==> src/rtl/cam_pkg.sv <==
// Shared definitions for the synthetic camera source: FSM states, pattern codes
// and the RGB565 colour-bar palette.
package cam_pkg;

   typedef enum logic [2:0] {
      ST_IDLE   = 3'd0,
      ST_VSYNC  = 3'd1,
      ST_VBP    = 3'd2,
      ST_ACTIVE = 3'd3,
      ST_VFP    = 3'd4
   } state_t;

   typedef enum logic [1:0] {
      PAT_BARS    = 2'd0,
      PAT_RAMP    = 2'd1,
      PAT_SOLID   = 2'd2,
      PAT_CHECKER = 2'd3
   } pattern_t;

   localparam logic [15:0] BAR_WHITE   = 16'hFFFF;
   localparam logic [15:0] BAR_YELLOW  = 16'hFFE0;
   localparam logic [15:0] BAR_CYAN    = 16'h07FF;
   localparam logic [15:0] BAR_GREEN   = 16'h07E0;
   localparam logic [15:0] BAR_MAGENTA = 16'hF81F;
   localparam logic [15:0] BAR_RED     = 16'hF800;
   localparam logic [15:0] BAR_BLUE    = 16'h001F;
   localparam logic [15:0] BAR_BLACK   = 16'h0000;

   function automatic logic [15:0] bar_color(input logic [2:0] idx);
      case (idx)
         3'd0:    return BAR_WHITE;
         3'd1:    return BAR_YELLOW;
         3'd2:    return BAR_CYAN;
         3'd3:    return BAR_GREEN;
         3'd4:    return BAR_MAGENTA;
         3'd5:    return BAR_RED;
         3'd6:    return BAR_BLUE;
         default: return BAR_BLACK;
      endcase
   endfunction

   function automatic int max_of4(input int a, input int b, input int c, input int d);
      int m;
      m = a;
      if (b > m) m = b;
      if (c > m) m = c;
      if (d > m) m = d;
      return m;
   endfunction

endpackage

==> src/rtl/cam_pattern_gen.sv <==
// Combinational RGB565 pixel generator for the synthetic camera patterns.
module cam_pattern_gen
   import cam_pkg::*;
#(
   parameter int H_ACTIVE = 640
) (
   input  logic [15:0] x,
   input  logic        y_tile,
   input  pattern_t    pattern,
   input  logic [15:0] color,
   input  logic        frame_lsb,
   output logic [15:0] pixel
);

   localparam logic [15:0] BAR_W = 16'(H_ACTIVE / 8);

   logic [2:0] bar_idx;

   // NOTE: every always_comb output gets a default first so no path can infer a latch.
   always_comb begin
      bar_idx = 3'(x / BAR_W);
      pixel   = 16'h0000;
      case (pattern)
         PAT_BARS:    pixel = bar_color(bar_idx);
         PAT_RAMP:    pixel = {x[7:3], x[7:2], x[7:3]};
         PAT_SOLID:   pixel = color;
         PAT_CHECKER: pixel = (x[4] ^ y_tile ^ frame_lsb) ? 16'hFFFF : 16'h0000;
         default:     pixel = 16'h0000;
      endcase
   end

endmodule

==> src/rtl/cam_pattern_tx.sv <==
// OV7670-style vsync/href/byte source with VGA-like timing and frame-latched test patterns.
// FSM, horizontal/line counters and one output register stage.
module cam_pattern_tx
   import cam_pkg::*;
#(
   parameter int H_ACTIVE    = 640,
   parameter int H_BLANK     = 288,
   parameter int V_ACTIVE    = 480,
   parameter int VSYNC_LINES = 3,
   parameter int VBP_LINES   = 17,
   parameter int VFP_LINES   = 10
) (
   input  logic        i_clk,
   input  logic        i_rstn,
   input  logic        i_en,
   input  logic [1:0]  i_pattern,
   input  logic [15:0] i_color,
   output logic        o_vsync,
   output logic        o_href,
   output logic [7:0]  o_data,
   output logic        o_busy,
   output logic        o_frame_done,
   output logic [7:0]  o_frame_cnt
);

   localparam int H_TOTAL   = 2 * H_ACTIVE + H_BLANK;
   localparam int HW        = $clog2(H_TOTAL);
   localparam int MAX_LINES = max_of4(V_ACTIVE, VSYNC_LINES, VBP_LINES, VFP_LINES);
   localparam int LW        = $clog2(MAX_LINES + 1);
   // Selects bit 4 of the line index; collapses to zero when the line counter is narrower.
   localparam logic [LW-1:0] Y_TILE_MASK = LW'(16);

   state_t         state, state_nxt;
   logic [HW-1:0]  h_cnt, h_cnt_nxt;
   logic [LW-1:0]  line_cnt, line_cnt_nxt;
   logic [LW-1:0]  state_lines;
   pattern_t       pattern_q;
   logic [15:0]    color_q;
   logic           line_end, state_end, frame_end, latch;
   logic           href_nxt;
   logic [15:0]    pixel;
   logic [7:0]     byte_nxt;

   always_comb begin
      case (state)
         ST_VSYNC:  state_lines = LW'(VSYNC_LINES);
         ST_VBP:    state_lines = LW'(VBP_LINES);
         ST_ACTIVE: state_lines = LW'(V_ACTIVE);
         ST_VFP:    state_lines = LW'(VFP_LINES);
         default:   state_lines = LW'(1);
      endcase
      line_end  = (h_cnt == HW'(H_TOTAL - 1));
      state_end = line_end && (line_cnt == state_lines - 1'b1);
      frame_end = (state == ST_VFP) && state_end;
   end

   always_comb begin
      state_nxt    = state;
      h_cnt_nxt    = h_cnt;
      line_cnt_nxt = line_cnt;
      latch        = 1'b0;
      if (state == ST_IDLE) begin
         h_cnt_nxt    = '0;
         line_cnt_nxt = '0;
         if (i_en) begin
            state_nxt = ST_VSYNC;
            latch     = 1'b1;
         end
      end else begin
         h_cnt_nxt = line_end ? '0 : h_cnt + 1'b1;
         if (line_end) line_cnt_nxt = state_end ? '0 : line_cnt + 1'b1;
         if (state_end) begin
            case (state)
               ST_VSYNC:  state_nxt = ST_VBP;
               ST_VBP:    state_nxt = ST_ACTIVE;
               ST_ACTIVE: state_nxt = ST_VFP;
               ST_VFP: begin
                  // Back-to-back frames relatch the pattern inputs with no idle gap.
                  if (i_en) begin
                     state_nxt = ST_VSYNC;
                     latch     = 1'b1;
                  end else begin
                     state_nxt = ST_IDLE;
                  end
               end
               default:   state_nxt = ST_IDLE;
            endcase
         end
      end
   end

   cam_pattern_gen #(
      .H_ACTIVE (H_ACTIVE)
   ) u_gen (
      .x         (16'(h_cnt >> 1)),
      .y_tile    (|(line_cnt & Y_TILE_MASK)),
      .pattern   (pattern_q),
      .color     (color_q),
      .frame_lsb (o_frame_cnt[0]),
      .pixel     (pixel)
   );

   always_comb begin
      href_nxt = (state == ST_ACTIVE) && (h_cnt < HW'(2 * H_ACTIVE));
      byte_nxt = 8'h00;
      if (href_nxt) byte_nxt = h_cnt[0] ? pixel[7:0] : pixel[15:8];
   end

   // NOTE: sequential state uses non-blocking assignments so every register samples pre-edge values.
   always_ff @(posedge i_clk or negedge i_rstn) begin
      if (!i_rstn) begin
         state     <= ST_IDLE;
         h_cnt     <= '0;
         line_cnt  <= '0;
         pattern_q <= PAT_BARS;
         color_q   <= 16'h0000;
      end else begin
         state    <= state_nxt;
         h_cnt    <= h_cnt_nxt;
         line_cnt <= line_cnt_nxt;
         if (latch) begin
            pattern_q <= pattern_t'(i_pattern);
            color_q   <= i_color;
         end
      end
   end

   // Output stage: every output is registered from the same state/counter snapshot.
   always_ff @(posedge i_clk or negedge i_rstn) begin
      if (!i_rstn) begin
         o_vsync      <= 1'b0;
         o_href       <= 1'b0;
         o_data       <= 8'h00;
         o_busy       <= 1'b0;
         o_frame_done <= 1'b0;
         o_frame_cnt  <= 8'h00;
      end else begin
         o_vsync      <= (state == ST_VSYNC);
         o_href       <= href_nxt;
         o_data       <= byte_nxt;
         o_busy       <= (state != ST_IDLE);
         o_frame_done <= frame_end;
         if (frame_end) o_frame_cnt <= o_frame_cnt + 8'd1;
      end
   end

endmodule
==> config.mk <==
export PLATFORM = sky130hd
export DESIGN_NAME = cam_pattern_tx
export DESIGN_NICKNAME = d
export VERILOG_FILES = /design/src/rtl/cam_pkg.sv /design/src/rtl/cam_pattern_gen.sv /design/src/rtl/cam_pattern_tx.sv
export SDC_FILE = /design/constraint.sdc
export NUM_CORES = 1
export LEC_CHECK = 0
export BUFFER_PORTS_ARGS = -buffer_cell sky130_fd_sc_hd__buf_4
export CORE_ASPECT_RATIO = 1.4
export CORE_MARGIN = 4
export CORE_UTILIZATION = 60
export CTS_BUF_LIST = sky130_fd_sc_hd__clkbuf_2
export CTS_CLUSTER_SIZE = 16
export DETAILED_ROUTE_END_ITERATION = 8
export PLACE_DENSITY = 0.79
export SLEW_MARGIN = 20
export SYNTH_ARGS = -nofsm -noshare
export SYNTH_HDL_FRONTEND = slang
export SYNTH_SLANG_ARGS = --single-unit
==> constraint.sdc <==
create_clock -name i_clk -period 8.3 [get_ports i_clk]
set_input_delay 0.83 -clock i_clk [delete_from_list [all_inputs] [get_ports i_clk]]
set_output_delay 0.83 -clock i_clk [all_outputs]
set_load 0.005 [all_outputs]
# --- After elaboration in Yosys (flattened, before gate mapping) ---
# Index checks and enable logic that the tools add are counted.
word_totals:
  register_bits: 61
  out_inout_bits: 20
classes:
  add_sub_neg: 4
  n_div: 1
  order_cmp: 1
  eq_ne: 16
  muxes: 20
  bitwise: 2
  reduce_logical: 10
ops:
  columns: ["cell", "n"]
  rows:
  - ["$pmux 16 s7", 1]
  - ["$pmux 16 s4", 1]
  - ["$pmux 9 s4", 1]
  - ["$mux 9", 3]
  - ["$mux 11", 2]
  - ["$div 10x7->16 const B", 1]
  - ["$mux 16", 1]
  - ["$mux 8", 2]
  - ["$eq 3x2->1 const B", 4]
  - ["$eq 3x3->1 const B", 4]
  - ["$pmux 3 s4", 1]
  - ["$add 11x1->11 const B", 1]
  - ["$eq 11x11->1 const B", 1]
  - ["$lt 11x11->1 const B", 1]
  - ["$add 9x1->9 const B", 1]
  - ["$eq 9x9->1", 1]
  - ["$mux 3", 3]
  - ["$sub 9x1->9 const B", 1]
  - ["$add 8x1->8 const B", 1]
  - ["$eq 3x1->1 const B", 2]
  - ["$logic_not 3->1", 2]
  - ["$mux 1", 5]
  - ["$eq 2x2->1 const B", 2]
  - ["$reduce_bool 2->1", 2]
  - ["other kinds (7)", 10]

# --- Depth between registers and ports, before layout ---
# Gate-level depths: netlist of run 1.
logic_depth:
  ltp_word: 8
  ltp_mapped: 12
  mapped_depth_nobuf: 10

# --- Modules after synthesis ---
# A second synthesis of run 1 with hierarchy kept.
hier_totals:
  cells_unflattened: 427
  hier_area_um2: 4159.0
modules_own_cells:
  columns: ["mod", "n_inst", "cells_each", "area_per_inst_um2", "seq_area_each_um2"]
  rows:
  - ["cam_pattern_tx", 1, 255, 2894.0, 1526.5]
  - ["cam_pattern_gen", 1, 172, 1265.0, 0.0]

# --- Worst setup path after synthesis of run 1 ---
# OpenSTA, ideal clock, no wires.
synth_timing:
  path_type: "reg2reg"
  startpoint: "register state[0]"
  endpoint: "register color_q[0]"
  arrival_time_ps: 3240
  required_time_ps: 8175
  path_slack_ps: 4935
  stages_incl_launch_ff: 13
  cell_sequence: "dfrtp_1 -> buf_2 -> and3b_1 -> or2_2 -> ha_1 -> ha_1 -> or4b_4 -> a21oi_2 -> or3_2 -> nand4_4 -> a21oi_4 -> buf_12 -> mux2_4"
synth_via:
  elab_chain_len: 7
  word_cells_on_any_way: 12
  cone_classes: "1 x add/sub; 5 x eq/ne; 4 x mux; 2 x reduce/logical"
synth_lines:
  columns: ["element", "line", "text"]
  rows:
  - ["start: declaration", "cam_pattern_tx.sv:33", "state_t state, state_nxt;"]
  - ["start signal: assignment", "cam_pattern_tx.sv:118", "state <= state_nxt;"]
  - ["$eq 3x3->1 (tied with other cells)", "cam_pattern_tx.sv:45, cam_pattern_tx.sv:73", null]
  - ["$pmux 9 s4", "cam_pattern_tx.sv:45", "case (state)"]
  - ["$sub 9x1->9", "cam_pattern_tx.sv:53", "state_end = line_end && (line_cnt == state_lines - 1'b1);"]
  - ["$eq 9x9->1", "cam_pattern_tx.sv:53", null]
  - ["$logic_and 1x1->1", "cam_pattern_tx.sv:53", null]
  - ["$mux 1", "cam_pattern_tx.sv:72", "if (state_end) begin"]
  - ["$mux 1 (*)", "cam_pattern_tx.sv:62", "if (state == ST_IDLE) begin"]
  - ["end signal: assignment", "cam_pattern_tx.sv:123", "color_q <= i_color;"]
  - ["end: declaration", "cam_pattern_tx.sv:38", "logic [15:0] color_q;"]
# Mark *: on every way between the ends. The rest lies on a longest branch, timed or not.
# A chain may end at the register's enable or synchronous reset.

# --- Worst setup path after layout of run 1 ---
layout_timing:
  startpoint: "register state[2]"
  endpoint: "register color_q[6]"
# The elaborated chain is that of the path after synthesis.

==> results of run 1 <==
-- through the flow --
| step | area, um2 | setup WS, ns | std cells | util [%] | total power, uW |
|---|---|---|---|---|---|
| final | 3810 | 4.36 | 445 | 69.0 | 736 |
| after global routing | 3810 | 4.13 | 445 | 69.0 | 778 |
| after CTS | 3810 | 4.36 | 445 | 69.0 | 738 |
| after detailed placement | 3710 | 4.40 | 429 | 67.1 | 562 |
| after global placement | 3710 | 4.57 | 429 | 67.1 | 556 |
| after floorplan | 3430 | 4.93 | 340 | - | 515 |
-- cell families (layout without fill, tap and decap cells) --
family                   count (synthesis)  count (layout)  synth area share, %
buffers and inverters                   29              66                 4.38
multiplexers                            23              23                 8.94
AO/OA/AOI/OAI                           64              64                 12.5
XOR/XNOR                                27              27                 6.90
AND/OR/NAND/NOR                        131             131                 21.0
adder cells (fa/ha/maj)                  5               5                 1.82
flip-flops                              61              61                 44.5
-- worst paths after layout --
path / to / slack [ns] / cells past startpoint
setup / recovery: color_q[6]$_DFFE_PN0P_ / 4.36 / 10
hold / removal: line_cnt[5]$_DFFE_PN0P_ / 0.35 / 1
setup reg to reg: color_q[6]$_DFFE_PN0P_ / 4.36 / 10
hold reg to reg: o_frame_cnt[7]$_DFFE_PN0P_ / 0.48 / 1
max in group asynchronous: color_q[12]$_DFFE_PN0P_ / 7.44 / 1
min in group i_clk: o_frame_cnt[7]$_DFFE_PN0P_ / 0.48 / 1
-- power breakdown --
group          switching [uW]  total, uW  internal (uW)
clock network             109        176           67.4
logic                    78.6        167           88.2
registers                52.1        393            341
total                     239        736            496
-- routing by layer --
metal	wire (um)	track usage (%)	part of all wire (%)	vias up
li1	-	-	-	1270
met1	2780	26.1	40	1259
met2	3570	35.1	51	86
met3	315	2.90	4.5	28
met4	306	14.5	4.4	0
met5	0	0	0	-
-- critical path: cells and delay by family, from the launching register on --
kind	cells	cell delay, ns
AND/OR/NAND/NOR	4	1.21
AO/OA/AOI/OAI	2	0.95
adder cells (fa/ha/maj)	2	0.50
flip-flops	1	0.60
XOR/XNOR	1	0.13
multiplexers	1	0.42
-- cell type report --
cell class              count  area (um2)  area share, %
flip-flops and latches     61        1530           40.1
well taps                  68        85.1           2.23
clock inverters             6        53.8           1.41
multi-input cells         250        1750           46.0
inverters                   9        33.8          0.887
clock buffers              10        50.0           1.31
repair buffers             41         308           8.08
-- Yosys cell counts, types with 2 or more instances --
cell / n
or3_1: 3
buf_6: 2
ha_1: 5
o32ai_1: 3
xnor2_1: 14
o21a_1: 3
a211oi_1: 2
mux2_2: 11
and4_1: 2
clkbuf_1: 12
and2_1: 4
o2bb2ai_1: 3
dfrtp_1: 61
nor3_1: 9
nand2_1: 31
inv_1: 9
o21ai_0: 20
mux2_4: 10
a21o_1: 3
buf_2: 2
buf_4: 2
a21oi_1: 14
nand2b_1: 3
or2_2: 2
a211o_1: 2
nor2_1: 32
and3_1: 4
nand3_1: 10
xor2_1: 13
nand4_1: 7
a221oi_1: 2
nor4_1: 5
nor2b_1: 7
-- registers in the layout, indices dropped and copies added, names as in the netlist --
name,count
o_vsync,1
o_busy,1
color_q,16
state,3
pattern_q,2
o_href,1
o_frame_done,1
o_frame_cnt,8
h_cnt,11
line_cnt,9
o_data,8
==> summary.txt, run 1 <==
Outcome
  – Outcome: complete, no violations

Route
  – Wirelength per Cell: 15.7 um
  – ANT nets after route: 0
  – # DRC: 0
  – First drt pass iteration count: 4
  – Vias per cell: 5.94
  – Starting DRT DRC Count: 191
  – Via count: 2643
  – Total wire length: 6.97 mm

Logic synthesis
  – Prevailing post-synth register cell: dfrtp_1
  – Sequential share of the synthesized area: 44.5%
  – Syn Nets: 366
  – Unique masters post-synth: 61
  – FF+latch count, synth: 61
  – Biggest area consumer among synthesized cells: dfrtp_1
  – Synth area leaders: dfrtp_1 45%, mux2_4 4.4%, mux2_2 3.6%
  – Async S/R FF share, synth: 100%
  – Avg Inst Size Synth: 10.1 um2
  – Synthesized area: 3430 um2
  – Top cell type's share of synthesized area: 44.5%
  – Synthesized instance count: 340
  – Post-synth EDFFs: 0
  – Ys Warns: 0

STA
  – Max-slew violation count: 0
  – RSZ-0062 raised after global routing: false
  – Fin crit share: 47.5%
  – Relative slew slack: 50.7%
  – Hold Slack: 0.346 ns
  – Final Hold Viols: 0
  – Post-route clock skew: 0.0260 ns
  – Tmin final: 3.94 ns
  – Setup-failing EPs final: 0
  – Setup Total Neg Slack: 0 ns
  – Actual slew at the worst max-slew pin: 0.740 ns
  – Fmax: 0.254 GHz

Clocking
  – Clock insertion delay at the later pin of the skew report: 0.51 ns
  – Clock-pin slew on the worst setup and hold paths: 0.17 ns
  – Post-cts sizing count: 0
  – Num CTS Buffers: 9
  – Setup bufs post-CTS: 0
  – Max clock buf depth: 2
  – H-tree levels: 3
  – CTS Hold Bufs: 0
  – Sink Count: 61
  – CTS tree: yes
  – Clock Tree Root: clkbuf_2

Global route
  – First-pass GRT wire length: 12.0 mm
  – Largest net degree at the start of global routing: 62
  – Gr usage total: 21.6%
  – Grt total ovfl: 0
  – Vias in the first global route: 2634
  – Initial antenna violation count: 0

Setup path
  – Most common cell on crit path: ha_1
  – Crit path capture type: register
  – CP Max Fanout: 19
  – Crit path kind: register to register
  – Startpoint Class: register
  – CP required: 8.68 ns
  – Critical path's slowest cell: a21oi_4
  – Worst-path cell chain: nor3b_4 -> or2_2 -> ha_1 -> ha_1 -> xnor2_1 -> nor4_1 -> o21a_1 -> nand4_4 -> a21oi_4 -> mux2_2
  – WP data arrival: 4.32 ns
  – CP peak stage delay: 0.66 ns
  – Worst r2r src: state[2]$_DFFE_PN0P_
  – Worst setup path start: state[2]$_DFFE_PN0P_

Floorplan
  – Initial core utilization: 62.1%
  – # IOs: 41
  – Chip height: 97.5 um
  – Die area: 7010 um2
  – Rows: 32
  – Die width: 71.9 um
  – Core Region: 5530 um2

Pwr
  – PwrDens: 193 nW/um2
  – Worst VDD drop: 0.155 mV
  – P_leak: 0.00175 uW

Layout
  – Commonest cells after routing, fill and taps aside: 61 x dfrtp_1, 41 x buf_4, 32 x nor2_1
  – Fin nets: 398
  – Commonest non-fill, non-tap cell in the layout: dfrtp_1
  – Layout cells sized above 1: 23.3%
  – Ant diodes: 0
  – Filler cell count: 423
  – P&R area growth vs syn: 11.1%

Placed design
  – DPL Wire Length: 5.02 mm
  – I/O Buffers: 40
  – RePlAce Congestion: 0.829

Run
  – Max_cap viols: 0

Hold path
  – Worst hold path class: input pin to async pin
Note: power is estimated with default switching activity, not from simulation.
==> inputs of run 2 (changes only) <==
Clock period 8.3 ns to 3.9 ns, I/O delays scaled along.
==> summary.txt, run 2 (synthesis gave the netlist of run 1 again) <==
Setup path
  – Critical path's slowest cell: dfrtp_1
  – Worst-path cell chain: and3b_1 -> or2_2 -> ha_1 -> ha_1 -> or4b_4 -> a21oi_2 -> or3_2 -> nand4_4 -> a21oi_4 -> buf_4 -> mux2_2
  – Most common cell on crit path: ha_1
  – CP peak stage delay: 0.58 ns
  – Startpoint Class: register
  – WP data arrival: 4.07 ns
  – Crit path capture type: register
  – CP Max Fanout: 18
  – Register-to-register setup slack: 0.20 ns
  – CP required: 4.27 ns
  – Crit path kind: register to register

Outcome
  – Outcome: complete, no violations

STA
  – Hold Slack: 0.134 ns
  – Fmax: 0.270 GHz
  – Post-route clock skew: 0.0214 ns
  – Setup Total Neg Slack: 0 ns
  – Relative slew slack: 49.3%
  – RSZ-0062 raised after global routing: false
  – Setup-failing EPs final: 0
  – Actual slew at the worst max-slew pin: 0.760 ns
  – Fin worst setup slack: 0.200 ns
  – Tmin final: 3.70 ns
  – Max-slew violation count: 0
  – Fin crit share: 94.9%
  – Final Hold Viols: 0

Clocking
  – Clock Tree Root: clkbuf_2
  – Clock insertion delay at the later pin of the skew report: 0.48 ns
  – Setup bufs post-CTS: 0
  – CTS tree: yes
  – Clock-pin slew on the worst setup and hold paths: 0.17 ns
  – Sink Count: 61
  – Num CTS Buffers: 9
  – H-tree levels: 3
  – Max clock buf depth: 2

Pwr
  – Sw frac: 32.4%
  – P_leak: 0.00176 uW
  – Clock Power Share: 24.5%
  – PwrDens: 411 nW/um2
  – Logic pwr share: 22.3%
  – Worst VDD drop: 0.354 mV
  – Sequential share of power: 53.2%
  – Internal Pwr Total: 1060 uW
  – Net Sw Power: 511 uW

Layout
  – Ant diodes: 0
  – Max reg flops: 16
  – Fin nets: 400
  – P&R area growth vs syn: 11.7%
  – Filler cell count: 419
  – Biggest register: color_q
  – Commonest non-fill, non-tap cell in the layout: dfrtp_1
  – Layout cells sized above 1: 24.3%
  – Layout Utilization: 69.3%
  – Post-route cell area: 3830 um2
  – Top Registers: color_q x16, h_cnt x11, line_cnt x9
  – Commonest cells after routing, fill and taps aside: 60 x dfrtp_1, 42 x buf_4, 32 x nor2_1

Global route
  – Gr usage total: 21.8%
  – Largest net degree at the start of global routing: 62
  – Initial antenna violation count: 0
  – Vias in the first global route: 2624
  – Grt total ovfl: 0
  – First-pass GRT wire length: 12.2 mm

Floorplan
  – Rows: 32
  – Die area: 7010 um2
  – Initial core utilization: 62.1%
  – Core Region: 5530 um2
  – Chip height: 97.5 um
  – # IOs: 41
  – Die width: 71.9 um

Route
  – First drt pass iteration count: 4
  – # DRC: 0
  – ANT nets after route: 0
  – Total wire length: 7.06 mm
  – Starting DRT DRC Count: 184
  – Vias per cell: 5.89
  – Wirelength per Cell: 15.8 um
  – Via count: 2634

Placed design
  – DPL Wire Length: 5.10 mm
  – RePlAce Congestion: 0.827
  – I/O Buffers: 40
  – Pre-CTS setup slack: 0.227 ns
  – Area after DPL: 3710 um2

Run
  – Max_cap viols: 0

Hold path
  – Worst hold path class: input pin to register
run 2: path summary, 6_finish.rpt:
path / from / to / cells past startpoint
hold reg to reg: o_frame_cnt[7]$_DFFE_PN0P_ / o_frame_cnt[7]$_DFFE_PN0P_ / 1
hold / removal: i_color[0] / color_q[0]$_DFFE_PN0P_ / 2
setup reg to reg: state[0]$_DFFE_PN0P_ / color_q[5]$_DFFE_PN0P_ / 11
min in group asynchronous: i_rstn / line_cnt[6]$_DFFE_PN0P_ / 2
max in group asynchronous: i_rstn / state[2]$_DFFE_PN0P_ / 2
setup / recovery: state[0]$_DFFE_PN0P_ / color_q[5]$_DFFE_PN0P_ / 11
run 2: metal layers:
layer | vias to the layer above | global-route usage (%) | part of all wire [%]
li1 | 1275 | - | -
met1 | 1282 | 27.3 | 42
met2 | 62 | 37.2 | 52
met3 | 15 | 4.14 | 3.8
met4 | 0 | 7.38 | 2.1
met5 | - | 0 | 0
run 2: stage by stage:
step	std cells	power, uW
2_1_floorplan	340	1100
6_report	447	1570
3_3_place_gp	430	1180
3_5_place_dp	430	1200
4_1_cts	447	1580
5_1_grt	447	1670
run 2: cell type report:
type | instances | area [um2] | area share [%]
multi-input combinational | 250 | 1750 | 45.8
sequential | 61 | 1530 | 39.9
timing repair buffer | 43 | 325 | 8.49
tap | 68 | 85.1 | 2.22
clock buffer | 11 | 55.1 | 1.44
clock inverter | 5 | 51.3 | 1.34
inverter | 9 | 33.8 | 0.882
run 2: critical path, delay by kind of cell (launching register included):
| family | cells | cell delay, ns |
|---|---|---|
| AO/OA/AOI/OAI | 2 | 0.38 |
| flip-flops | 1 | 0.58 |
| buffers and inverters | 1 | 0.30 |
| multiplexers | 1 | 0.37 |
| AND/OR/NAND/NOR | 5 | 1.40 |
| adder cells (fa/ha/maj) | 2 | 0.53 |
run 2: what timing repair did:
item	in CTS	in global routing
endpoints found under the setup margin	0	2
resized for setup	0	1
hold endpoints to repair	61	0
hold buffers	1	0
run 2: power groups by stage:
stage | clock (uW) | sequential (uW) | combinational, uW
after CTS | 390 | 835 | 353
after detailed placement | 0 | 846 | 350
after global placement | 0 | 844 | 339
after global routing | 417 | 852 | 397
after floorplan | 0 | 784 | 312
final | 386 | 838 | 351
